## config.mk

```make
export PLATFORM = sky130hd
export DESIGN_NAME = uart_rx
export DESIGN_NICKNAME = d
export VERILOG_FILES = /design/src/rtl/uart_pkg.sv /design/src/rtl/uart_baud_tick.sv /design/src/rtl/uart_rx.sv
export SDC_FILE = /design/constraint.sdc
export NUM_CORES = 1
export LEC_CHECK = 0
export BUFFER_PORTS_ARGS = -buffer_cell sky130_fd_sc_hd__buf_2
export CORE_UTILIZATION = 54
export DETAILED_ROUTE_END_ITERATION = 10
export GPL_TIMING_DRIVEN = 0
export PLACE_DENSITY = 0.71
export SLEW_MARGIN = 20
export SYNTH_ARGS = -nofsm -noshare
export SYNTH_HDL_FRONTEND = slang
export SYNTH_SLANG_ARGS = --single-unit
```

## constraint.sdc

```tcl
create_clock -name sys_clk_i -period 7.4 [get_ports sys_clk_i]
set_clock_uncertainty 0.15 [all_clocks]
set_input_delay 1.11 -clock sys_clk_i [delete_from_list [all_inputs] [get_ports sys_clk_i]]
set_output_delay 1.11 -clock sys_clk_i [all_outputs]
set_load 0.005 [all_outputs]
```

## src/rtl/uart_pkg.sv

```systemverilog
// uart_pkg: shared types and defaults for the UART blocks
package uart_pkg;
    localparam int unsigned DEF_CLK_HZ = 68000000;
    localparam int unsigned DEF_BAUD = 115200;
    localparam int unsigned OVERSAMPLE = 16;
    localparam int unsigned ACC_W = 28;
    typedef enum logic [2:0] {
        ST_WAIT_IDLE = 3'd0,
        ST_IDLE      = 3'd1,
        ST_START     = 3'd2,
        ST_DATA      = 3'd3,
        ST_STOP      = 3'd4
    } state_t;
endpackage

```

## src/rtl/uart_baud_tick.sv

```systemverilog
// uart_baud_tick: fractional accumulator producing RATE ticks per second from a CLK_HZ clock
module uart_baud_tick
    import uart_pkg::*;
#(
    parameter int unsigned CLK_HZ = DEF_CLK_HZ,
    parameter int unsigned RATE = OVERSAMPLE * DEF_BAUD
) (
    input  logic i_clk,
    input  logic i_rst,
    input  logic i_clr,
    output logic o_tick
);
    logic [ACC_W-1:0] r_acc;
    logic [ACC_W-1:0] w_sum;
    assign w_sum = r_acc + ACC_W'(RATE);
    assign o_tick = !i_clr && (w_sum >= ACC_W'(CLK_HZ));
    always_ff @(posedge i_clk) begin
        if (i_rst || i_clr)
            r_acc <= '0;
        else
            r_acc <= o_tick ? w_sum - ACC_W'(CLK_HZ) : w_sum;
    end
endmodule

```

## src/rtl/uart_rx.sv

```systemverilog
// uart_rx: 8N1 receiver with 16x oversampling, mid-bit sampling and framing-error detection
module uart_rx
    import uart_pkg::*;
#(
    parameter int unsigned CLK_HZ = DEF_CLK_HZ,
    parameter int unsigned BAUD = DEF_BAUD
) (
    input  logic       sys_clk_i,
    input  logic       sys_rst_i,
    input  logic       uart_rx_i,
    output logic [7:0] uart_dat_o,
    output logic       uart_valid_o,
    output logic       uart_frame_err_o,
    output logic       uart_busy_o
);
    logic       r_sync1;
    logic       r_rx_s;
    logic [1:0] r_flush;
    state_t     r_state;
    logic [3:0] r_cnt;
    logic [2:0] r_idx;
    logic [7:0] r_shift;
    logic [7:0] r_dat;
    logic       r_valid;
    logic       r_ferr;
    logic       w_tick;
    logic       w_clr;

    assign w_clr = (r_state == ST_IDLE) || (r_state == ST_WAIT_IDLE);
    assign uart_dat_o = r_dat;
    assign uart_valid_o = r_valid;
    assign uart_frame_err_o = r_ferr;
    assign uart_busy_o = r_state != ST_IDLE;

    uart_baud_tick #(
        .CLK_HZ(CLK_HZ),
        .RATE  (OVERSAMPLE * BAUD)
    ) u_tick (
        .i_clk (sys_clk_i),
        .i_rst (sys_rst_i),
        .i_clr (w_clr),
        .o_tick(w_tick)
    );

    // r_flush keeps WAIT_IDLE from trusting the synchronizer's reset value of 1
    always_ff @(posedge sys_clk_i) begin
        if (sys_rst_i) begin
            r_sync1 <= 1'b1;
            r_rx_s  <= 1'b1;
            r_flush <= 2'b00;
        end else begin
            r_sync1 <= uart_rx_i;
            r_rx_s  <= r_sync1;
            r_flush <= {r_flush[0], 1'b1};
        end
    end

    always_ff @(posedge sys_clk_i) begin
        if (sys_rst_i) begin
            r_state <= ST_WAIT_IDLE;
            r_cnt   <= '0;
            r_idx   <= '0;
            r_shift <= '0;
            r_dat   <= '0;
            r_valid <= 1'b0;
            r_ferr  <= 1'b0;
        end else begin
            r_valid <= 1'b0;
            r_ferr  <= 1'b0;
            case (r_state)
                ST_WAIT_IDLE: if (r_flush[1] && r_rx_s) r_state <= ST_IDLE;
                ST_IDLE: if (!r_rx_s) begin
                    r_state <= ST_START;
                    r_cnt   <= '0;
                end
                ST_START: if (w_tick) begin
                    r_cnt <= r_cnt + 4'd1;
                    if (r_cnt == 4'd7) begin
                        r_cnt   <= '0;
                        r_idx   <= '0;
                        r_state <= r_rx_s ? ST_IDLE : ST_DATA;
                    end
                end
                ST_DATA: if (w_tick) begin
                    r_cnt <= r_cnt + 4'd1;
                    if (r_cnt == 4'd15) begin
                        r_shift[r_idx] <= r_rx_s;
                        r_idx <= r_idx + 3'd1;
                        if (r_idx == 3'd7) r_state <= ST_STOP;
                    end
                end
                ST_STOP: if (w_tick) begin
                    r_cnt <= r_cnt + 4'd1;
                    if (r_cnt == 4'd15) begin
                        if (r_rx_s) begin
                            r_dat   <= r_shift;
                            r_valid <= 1'b1;
                            r_state <= ST_IDLE;
                        end else begin
                            r_ferr  <= 1'b1;
                            r_state <= ST_WAIT_IDLE;
                        end
                    end
                end
                default: r_state <= ST_WAIT_IDLE;
            endcase
        end
    end
endmodule

```

==> impl_metrics.yaml <==
route:
  route.met3.wl_um: 221
  vias: 2597
  dr_wl_met2_mm: 2.976
  viasPerCell: 5.758
  ant_nets: 0
  wirelength_mm: 6.540
  first_pass_iters: 4
  wl_met1_mm: 3.295
  drc_errors: 0
  routed.top_layer: "met4"
  drtIter0Drc: 152
  wl_per_cell_um: 14.50
place:
  routabilityCongestion: 0.8693
  placement.cell_area_sq_mm: 0.003112
  dp_cells: 443
  numPortBuffers: 12
  pre_cts_ws_ns: 3.780
  dpl.hpwl_mm: 4.676
clock_network:
  cts_max_path_buffers: 2
  cts_setup_buffers: 0
  cts_resized: 0
  root_buffer: "clkbuf_8"
  cts_tree: "done"
  clock_sinks: 52
  clk_pin_slew_ns: 0.10
  cts_inserted_buffers: 5
  postCtsHoldBufs: 0
  htreeDepth: 2
  clock_latency_ns: 0.31
timing:
  hold_violations: 0
  post-route-period-util: 0.4917
  final_max_slew_viol_count: 0
  setup_viol: 0
  slew_headroom: 0.4782
  max_freq_mhz: 274.8
  setup-tns-final_ns: 0
  rsz0062_at_grt: "no"
  finalCriticalPeriod_ns: 3.639
  layout_setup_ws_ns: 3.761
  whs_ns: 0.2735
  worst_pin_slew_ns: 0.7772
cells_and_area:
  fin_area_sq_mm: 0.003203
  layout_common_cells: "dfxtp_1 (52), nor2_1 (51), nand2_1 (35), xnor2_1 (19), buf_2 (18)"
  fin_cells: 451
  diodes: 0
  finish.utilization: 0.6154
  final_common_cell: "dfxtp_1"
  area_growth_pct: 8.062
  drive_above_1_share: 0.1024
  nFillCells: 480
  layout.nets: 390
grt:
  antenna_found_initial: 0
  grt_pass1_vias: 2417
  gr-total-overflow: 0
  grt_use_total: 0.2401
  grt_max_degree: 18
  grt_pass1_wl_mm: 11.32
job:
  maxCapViolCount: 0
floorplan:
  floorplan.initialDensity: 0.5695
  io-pin-count: 14
  fp.dieH_um: 76.09
  coreArea_sq_mm: 0.005205
  fp.dieW_um: 76.09
  die-area_sq_mm: 0.005790
  rows: 26
setup_path:
  start_kind: "flop"
  critPathMaxFanout: 9
  worst-setup-path-type: "flop to flop"
  crit_family: "compound AO/OA/AOI/OAI gates"
  endpoint_kind: "flop"
  slowest_stage: "or4_1"
  critPathMostFrequentCell: "or4_1"
  reg2reg_slack_ns: 3.76
  worstReg2RegStart: "u_tick.r_acc[13]$_SDFF_PP0_"
  path_buf_inv: 1
  path_cells: "ha_1 -> and2b_1 -> nand2_1 -> or4_1 -> o221a_1 -> a211oi_4 -> o31ai_4 -> or4_1 -> buf_2 -> o311ai_2 -> o41ai_2"
  r2r_end: "r_shift[0]$_SDFFE_PP0P_"
  ff2ff_path_depth: 11
  cp.required_ns: 7.44
  worstPathArrival_ns: 3.68
  max_stage_delay_ns: 0.52
min_path:
  hold-path-cell-count: 1
  holdPathEnd: "r_rx_s$_SDFF_PP1_"
  hold_class: "flop to flop"
  hp-start: "r_sync1$_SDFF_PP1_"
yosys:
  synth-seq-cells: 52
  syn_inst: 361
  synthFlopType: "dfxtp_1"
  seq_area_frac_synth: 0.3512
  synthArstFlopShare: 0
  synth.avg_cell_area_sq_um: 8.211
  synth-edff-count: 0
  yosys_warnings: 0
  synth_nets: 371
  synth_cell_type_count: 56
  synth_area_sq_mm: 0.002964
power_and_ir_drop:
  design_power_total_uw: 474.7
  ir_drop_mv: 0.08692
  cellLeakagePower_nw: 1.219
  power_density_mw_per_mm2: 148.2
outcome:
  status: "completed"
-- flip-flops by register name, indices dropped and copies added, names as in the netlist --
register,cells
r_sync1,1
r_cnt,4
u_tick.r_acc,20
uart_valid_o,1
uart_frame_err_o,1
r_rx_s,1
r_flush,2
r_idx,3
r_shift,8
uart_dat_o,8
r_state,3
-- worst reg2reg max path, delay by kind of cell, from the launching register on --
family | cells | cell delay, ns
buffers and inverters | 1 | 0.19
AOI/OAI and AO/OA | 5 | 1.20
adders and majority gates | 1 | 0.31
and+or+nand+nor | 4 | 1.19
DFF | 1 | 0.50
-- how the worst max path moves through the flow --
stage | startpoint | to | slack, ns | depth (start not counted)
final | u_tick.r_acc[13]$_SDFF_PP0_ | r_shift[0]$_SDFFE_PP0P_ | 3.76 | 11
after global routing | u_tick.r_acc[13]$_SDFF_PP0_ | u_tick.r_acc[21]$_SDFF_PP0_ | 3.53 | 11
after CTS | u_tick.r_acc[13]$_SDFF_PP0_ | r_shift[0]$_SDFFE_PP0P_ | 3.77 | 11
after detailed placement | u_tick.r_acc[13]$_SDFF_PP0_ | r_shift[0]$_SDFFE_PP0P_ | 3.78 | 11
after global placement | u_tick.r_acc[13]$_SDFF_PP0_ | r_shift[0]$_SDFFE_PP0P_ | 3.83 | 11
after floorplan | u_tick.r_acc[13]$_SDFF_PP0_ | r_shift[0]$_SDFFE_PP0P_ | 4.07 | 11
-- cells by family after synthesis --
kind of cell | Yosys count | share of synthesized area
buffers and inverters | 23 | 0.03166
DFF | 52 | 0.3512
AOI/OAI and AO/OA | 70 | 0.1731
and+or+nand+nor | 163 | 0.2714
xor gates and xnor gates | 29 | 0.08569
muxes | 17 | 0.05741
adders and majority gates | 7 | 0.02955
-- per-layer routing --
| metal | vias up | GRT usage |
|---|---|---|
| li1 | 1325 | - |
| met1 | 1224 | 0.3276 |
| met2 | 44 | 0.3973 |
| met3 | 4 | 0.04072 |
| met4 | 0 | 0.05385 |
| met5 | - | 0 |
-- synth_stat cells (3+ instances only) --
library cell   n  share of area
or2_2          5          0.011
and3_1         4         0.0084
a21o_1         5          0.013
nand4_1        4         0.0084
ha_1           7          0.030
xnor2_1       19          0.056
inv_1          3         0.0038
nor2b_1        7          0.015
o211ai_1       3         0.0076
o311ai_1       3         0.0089
or3_1          6          0.013
clkbuf_1      13          0.016
o21ai_0       10          0.017
o21ai_1        6          0.010
nor2_1        51          0.065
a31oi_1        3         0.0063
and2_1         4         0.0084
xor2_1        10          0.030
nor3_1        16          0.027
nand3_1       11          0.019
nand2_1       35          0.044
buf_2          6          0.010
a21oi_1       14          0.024
mux2i_1       17          0.057
dfxtp_1       52           0.35
nand2b_1       3         0.0063
nor4_1         4         0.0084
-- area by class of cell --
type,instances,area (sq um),area share
Buffer,19,78.83,0.02461
Clock buffer,5,68.82,0.02148
Clock inverter,3,22.52,0.007031
Inverter,4,15.01,0.004688
Multi-Input combinational cell,286,1829,0.5711
Sequential cell,52,1041,0.3250
Tap cell,70,87.58,0.02734
Timing Repair Buffer,12,60.06,0.01875
-- power by group --
part	switching, mW	internal (mW)	leakage, nW	total (mW)
logic	0.0153	0.00725	0.750	0.0226
registers	0.00143	0.282	0.420	0.283
clock network	0.101	0.0681	0.0485	0.169
Note: power is estimated with default switching activity, not from simulation.
